--- config.mk ---
export PLATFORM = sky130hd
export DESIGN_NAME = btn_sw_debounce
export DESIGN_NICKNAME = d
export VERILOG_FILES = /design/src/rtl/btn_sw_debounce_pkg.sv /design/src/rtl/debounce_channel.sv /design/src/rtl/btn_sw_debounce.sv
export SDC_FILE = /design/constraint.sdc
export NUM_CORES = 1
export LEC_CHECK = 0
export ABC_AREA = 1
export BUFFER_PORTS_ARGS = -buffer_cell sky130_fd_sc_hd__buf_2
export CELL_PAD_IN_SITES_DETAIL_PLACEMENT = 0
export CELL_PAD_IN_SITES_GLOBAL_PLACEMENT = 2
export CORE_UTILIZATION = 35
export DETAILED_ROUTE_END_ITERATION = 12
export GPL_TIMING_DRIVEN = 0
export PLACE_DENSITY_LB_ADDON = 0.1
export REMOVE_ABC_BUFFERS = 1
export SKIP_CTS_REPAIR_TIMING = 1
export SLEW_MARGIN = 30
export SYNTH_ARGS = -nofsm -noshare
export SYNTH_HDL_FRONTEND = slang
export SYNTH_SLANG_ARGS = --single-unit
--- constraint.sdc ---
create_clock -name clk -period 1.95 [get_ports clk]
set_input_delay 0.0975 -clock clk [delete_from_list [all_inputs] [get_ports clk]]
set_output_delay 0.0975 -clock clk [all_outputs]
set_load 0.02 [all_outputs]
--- src/rtl/btn_sw_debounce_pkg.sv ---
// Shared constants and helpers for the board button/switch debouncer.
package btn_sw_debounce_pkg;

  // 10 ms stability window at the 100 MHz board clock.
  localparam int unsigned DB_CYCLES_DEFAULT = 1_000_000;

  localparam int unsigned CH_CLK_SEL  = 0;
  localparam int unsigned CH_RST_BTN  = 1;
  localparam int unsigned CH_STEP_BTN = 2;

  // Smallest counter width able to hold DB_CYCLES-1 (at least one bit).
  function automatic int unsigned cnt_width(input int unsigned db_cycles);
    return (db_cycles <= 2) ? 1 : $clog2(db_cycles);
  endfunction

endpackage

--- src/rtl/debounce_channel.sv ---
// One debounced channel: two-flop synchroniser, stability counter,
// accepted level and one-cycle rise/fall pulses.
module debounce_channel
  import btn_sw_debounce_pkg::*;
#(
  parameter int unsigned DB_CYCLES = DB_CYCLES_DEFAULT,
  parameter int unsigned CNT_W     = cnt_width(DB_CYCLES),
  parameter logic        RST_VAL   = 1'b0
) (
  input  logic clk,
  input  logic rst,
  input  logic raw_i,
  output logic db_o,
  output logic rise_o,
  output logic fall_o
);

  localparam logic [CNT_W-1:0] CNT_LAST = CNT_W'(DB_CYCLES - 1);

  logic             r_sync1;
  logic             r_sync2;
  logic             r_db;
  logic             r_rise;
  logic             r_fall;
  logic [CNT_W-1:0] r_cnt;

  logic             w_db_nxt;
  logic             w_rise_nxt;
  logic             w_fall_nxt;
  logic [CNT_W-1:0] w_cnt_nxt;

  // A differing level must persist DB_CYCLES compares in a row to be accepted.
  always_comb begin
    w_cnt_nxt  = '0;
    w_db_nxt   = r_db;
    w_rise_nxt = 1'b0;
    w_fall_nxt = 1'b0;
    if (r_sync2 != r_db) begin
      if (r_cnt == CNT_LAST) begin
        w_db_nxt   = r_sync2;
        w_rise_nxt = r_sync2;
        w_fall_nxt = ~r_sync2;
      end else begin
        w_cnt_nxt = r_cnt + CNT_W'(1);
      end
    end
  end

  always_ff @(posedge clk) begin
    if (!rst) begin
      r_sync1 <= RST_VAL;
      r_sync2 <= RST_VAL;
      r_db    <= RST_VAL;
      r_cnt   <= '0;
      r_rise  <= 1'b0;
      r_fall  <= 1'b0;
    end else begin
      r_sync1 <= raw_i;
      r_sync2 <= r_sync1;
      r_db    <= w_db_nxt;
      r_cnt   <= w_cnt_nxt;
      r_rise  <= w_rise_nxt;
      r_fall  <= w_fall_nxt;
    end
  end

  assign db_o   = r_db;
  assign rise_o = r_rise;
  assign fall_o = r_fall;

endmodule

--- src/rtl/btn_sw_debounce.sv ---
// Debounces N_CH raw board buttons/switches into clean levels and edge pulses
// ahead of the clock divider and CPU-clock select.
module btn_sw_debounce
  import btn_sw_debounce_pkg::*;
#(
  parameter int unsigned      N_CH      = 8,
  parameter int unsigned      DB_CYCLES = DB_CYCLES_DEFAULT,
  parameter int unsigned      CNT_W     = cnt_width(DB_CYCLES),
  parameter logic [N_CH-1:0]  RST_VAL   = '0
) (
  input  logic            clk,
  input  logic            rst,
  input  logic [N_CH-1:0] raw_i,
  output logic [N_CH-1:0] db_o,
  output logic [N_CH-1:0] rise_o,
  output logic [N_CH-1:0] fall_o
);

  for (genvar k = 0; k < N_CH; k++) begin : g_ch
    debounce_channel #(
      .DB_CYCLES (DB_CYCLES),
      .CNT_W     (CNT_W),
      .RST_VAL   (RST_VAL[k])
    ) u_ch (
      .clk    (clk),
      .rst    (rst),
      .raw_i  (raw_i[k]),
      .db_o   (db_o[k]),
      .rise_o (rise_o[k]),
      .fall_o (fall_o[k])
    );
  end

endmodule

==> After elaboration in Yosys (flattened, before gate mapping) <==
Cells that the tools add are included.
{ "op_classes": {"addsub": 8, "n_mul": 0, "div": 0, "n_lt_le_gt_ge": 0, "n_eq_ne": 16, "shifts": 0, "n_mux": 0, "bitwise_logic": 17, "reduce_logical": 24} }
{ "ops": {"columns": ["op", "n"], "rows": [
  ["adder 20 x 1 -> 20 bit, second input constant", 8],
  ["equality test 20 bit, second input constant", 8],
  ["AND reduction 3 bit", 8],
  ["OR reduction 3 bit", 8],
  ["NOT 1 bit", 17],
  ["AND reduction 2 bit", 8],
  ["inequality test 1 bit", 8]
]} }
{ "word_totals": {"register_bits": 200, "latchBits": 0, "ramBits": 0, "romBits": 0, "in_bits": 10, "word_cells": 113, "n_memories": 0} }

==> Longest topological paths before layout <==
{ "depth": {"depth_word": 3, "depth_mapped": 11} }

==> Modules after synthesis <==
From an unflattened synthesis, not the netlist that was laid out.
{ "unflattened": {"cells_unflattened": 1344, "area_unflattened_um2": 9549.2} }
{ "by_module_without_submodules": {"columns": ["module", "instances", "cells_each", "area_each_um2", "seq_area_each_um2"], "rows": [
  ["debounce_channel", 8, 168, 1193.6, 500.5]
]} }

==> Worst setup path after synthesis <==
OpenSTA, ideal clock, no wires.
{ "synth_path": {"path_type": "reg2reg", "start": "register g_ch[4].u_ch.r_cnt[0]", "end": "register g_ch[4].u_ch.r_cnt[6]", "setup_time_ns": 0.115, "arrival_time_ns": 1.373, "path_slack_ns": 0.462, "stages_incl_launch_ff": 10, "synth_period_minus_slack_ns": 1.488, "cell_sequence": "dfxtp_1 > ha_1 > nand2_2 > nor2_4 > nand2_2 > nor2_4 > nand2_2 > nand2_4 > buf_12 > nor2_2"} }
{ "synth_between": {"elab_chain_len": 2} }
{ "synth_lines": {"columns": ["item", "line", "source"], "rows": [
  ["start: declaration", "debounce_channel.sv:25", "logic [CNT_W-1:0] r_cnt;"],
  ["start signal: assignment", "debounce_channel.sv:61", "r_cnt <= w_cnt_nxt;"],
  ["branches (longest 2 deep; another with adder 20 x 1 -> 20 bit)", null, null]
]} }
Several ways; the timed one is not identified.
A chain may end at the register's enable or synchronous reset.

==> Worst setup path in the final report <==
{ "layout_path": {"start": "register g_ch[7].u_ch.r_cnt[0]", "end": "register g_ch[7].u_ch.r_cnt[17]"} }
{ "layout_between": {"elab_chain_len": 2} }
{ "layout_lines": {"columns": ["item", "line"], "rows": [
  ["start: declaration", "debounce_channel.sv:25"],
  ["start signal: assignment", "debounce_channel.sv:61"],
  ["branches (longest 2 deep; another with adder 20 x 1 -> 20 bit)", null]
]} }
Several ways; the timed one is not identified.

==> metrics.md <==
| Metric | Value |
|---|---|
| Outcome | finished clean |
| Count of input and output buffers | 33 |
| RD Place Congestion | 0.786 |
| Mean Syn Cell Area | 6.67 um^2 |
| Gate count after technology mapping | 1,473 |
| Post-layout instance area | 0.0109 mm^2 |
| GRT Util Overall | ~16% |
| CTS Buf Count | 17 |
| Starting Density | between 30% and 40% |
| Pre-CTS WS | -277 ps |
| Reg2Reg Depth | 8 |
| CP Data Required Time | around 2300 ps |
| Cell at the root of the clock tree | clkbuf_16 |
| DR WL/cell | 11.9 um |
| Critical path endpoint category | flip-flop |
| Cell total after placement | roughly 1.8k |
| Area delta synth->final | 10.9% |
| Most frequent cells in the layout | 384 x nand2_1, 312 x nor2_1, 200 x dfxtp_1, 169 x inv_1, 82 x nand3_1 |
| Slowest stage delay, CP | 410 ps |
| Global-route wire length before repair | 38,000 um |
| Cell Chain, Critical Path | ha_1, nand2_1, nor2_4, nand2_1, nor2_1, nand2_1, nand2_2, a21oi_1 |
| Synth Register Bits | 200 |
| Fin util | about two fifths |
| Worst Hold Path Cells | 3 |
| H-tree levels | 4 |
| RSZ-0062 raised after global routing | false |
| Synth Area in Adders | 1.02% |
| Final Critical Period | 1770 ps |
| Final Hold Fails | 0 |
| Seq/Total Area, Yosys | between 40 and 50% |
| Worst-path clk slew | 80 ps |
| Grt ovf | 0 |
| Ratio of cells with drive above 1 in the final layout | 7.95% |
| Max-Cap Viols | 0 |
| Nets | 1,515 |
| Detailed Route WL | 22,400 um |
| Slew @ Worst Pin | 704 ps |
| Maximum root-to-sink buffer count | 2 |
| Min-delay worst type | in -> reg |
| Pin count of the biggest net entering global routing | 28 |
| Drt initial violations | just under 400 |
| CP Max Fanout | 10 |
| Syn. warnings | 0 |
| Num rows | 60 |
| DR DRC count | 0 |
| Core area | 0.0273 mm^2 |
| CTS tree | done |
| Clk_skew | 16.5 ps |
| Worst Path Arrival | 2090 ps |
| Synth Cell Area | 0.00982 mm^2 |
| Synth Area in Simple Gates | 38.0% |
| Relative slew margins | 53.1% |
| Slowest cell on crit path | dfxtp_1 |
| Mux share of post-synthesis cell area | 0% |
| Antenna violations before repair | 0 |
| Netlist cell types | 30 |
| PnR worst setup slack | 181 ps |
| PwrDens | 713 mW/mm^2 |
| Antenna Cells | 0 |
| CTS sink count | 200 |
| Largest family of logic cells by synthesized area | simple AND/OR/NAND/NOR gates |
| Die area | 0.0287 mm^2 |
| Compound-Gate Fraction of Synth Area | 6.20% |
| Post-Synth XOR/XNOR Area | 4.64% |
| Via Count | 8,493 |
| F_max | 565 MHz |
| Placed Area | 0.0102 mm^2 |
| Final setup viols | 0 |
| Clock latency on the worst-skew pair | 440 ps |
| Final ANT Viol Nets | 0 |
| Number of global-route vias before repair | ~7.9k |
| Commonest non-fill, non-tap cell in the layout | nand2_1 |
| Worst VDD drop | 530 uV |
| Fin cells | 1,882 |
| I/O pin cnt | 34 |
| First-pass DRT Iterations | 5 |
| Crit Path Class | reg -> reg |
| Via density | about 4.5 |
| LEAKAGE | 3.58 nW |
| Final slew viol count | 0 |
| Type of origin of the critical path | flip-flop |
| Die W | 170 um |
| CP most frequent cell | nand2_1 |
| Setup TNS | 0 ps |
| Die height | 170 um |
| DP Wirelength | 16,300 um |
| Tcrit/Tclk final | 90.7% |
-- per-layer routing --
layer  vias to the layer above  part of all wire [%]  GRT usage, %
met5                         -                     0             0
met3                        12                   2.5          3.29
met2                        76                    45          26.7
li1                       4635                     -             -
met4                         0                  0.70          3.76
met1                      3770                    52          22.2
-- critical path, delay by kind of cell (launching register included) --
kind	cells	cell delay (ps)
AO/OA/AOI/OAI	1	60
adder cells (fa/ha/maj)	1	250
AND/OR/NAND/NOR	6	930
flip-flops	1	410
-- logic make-up after synthesis --
kind of cell,count (synthesis)
adders and majority gates,8
and+or+nand+nor,892
buffers and inverters,207
AOI/OAI and AO/OA,114
DFF,200
xor gates and xnor gates,52
-- registers in the layout (all words and copies together) (netlist names) --
register,count
g_ch.u_ch.db_o,8
g_ch.u_ch.fall_o,8
g_ch.u_ch.r_cnt,160
g_ch.u_ch.r_sync1,8
g_ch.u_ch.r_sync2,8
g_ch.u_ch.rise_o,8
-- cell usage after synthesis, drive strengths merged --
master  number  area share (%)
nand2      398              16
nor2       329              13
dfxtp      200              41
inv        169             6.5
nand3       83             4.2
a21oi       81             4.3
buf         37             2.9
xor2        36             3.2
nand4       32             2.0
o21ai       25             1.3
nor3        19            0.97
or2         17             1.1
xnor2       16             1.4
ha           8             1.0
o21bai       7            0.53
nand3b       6            0.46
nor3b        5            0.38
nor4         2            0.13
a21o         1           0.076
clkbuf       1           0.038
nor2b        1           0.064
-- through the flow --
| stage | hold WS (ps) | power, mW |
|---|---|---|
| CTS | -195 | 7.92 |
| floorplan | 191 | 4.26 |
| finish | 197 | 7.77 |
| detailed placement | 284 | 4.31 |
| global route | 219 | 8.12 |
| global placement | 279 | 4.31 |
-- path summary, 6_finish.rpt --
path                                    startpoint                           endpoint  slack (ps)
setup / recovery  g_ch[7].u_ch.r_cnt[0]$_SDFF_PP0_  g_ch[7].u_ch.r_cnt[17]$_SDFF_PP0_         180
setup reg to reg  g_ch[7].u_ch.r_cnt[0]$_SDFF_PP0_  g_ch[7].u_ch.r_cnt[17]$_SDFF_PP0_         180
hold / removal                                 rst    g_ch[2].u_ch.r_sync2$_SDFF_PN0_         200
hold reg to reg    g_ch[2].u_ch.r_sync1$_SDFF_PN0_    g_ch[2].u_ch.r_sync2$_SDFF_PN0_         420
-- area by class of cell --
cell class,count,area (um^2)
Inverter,169,634
Timing Repair Buffer,41,245
Clock inverter,14,148
Clock buffer,18,439
Multi-Input combinational cell,1068,4960
Fill cell,2996,16400
Tap cell,372,465
Sequential cell,200,4000
-- power by group --
group	total, mW	internal [mW]	leakage [nW]	switching (mW)
Combinational	0.105	0.0335	1.68	0.0718
Clock	3.55	1.76	0.284	1.79
Sequential	4.12	4.10	1.61	0.0169
Total	7.77	5.89	3.58	1.88
(Power assumes the default switching activity.)
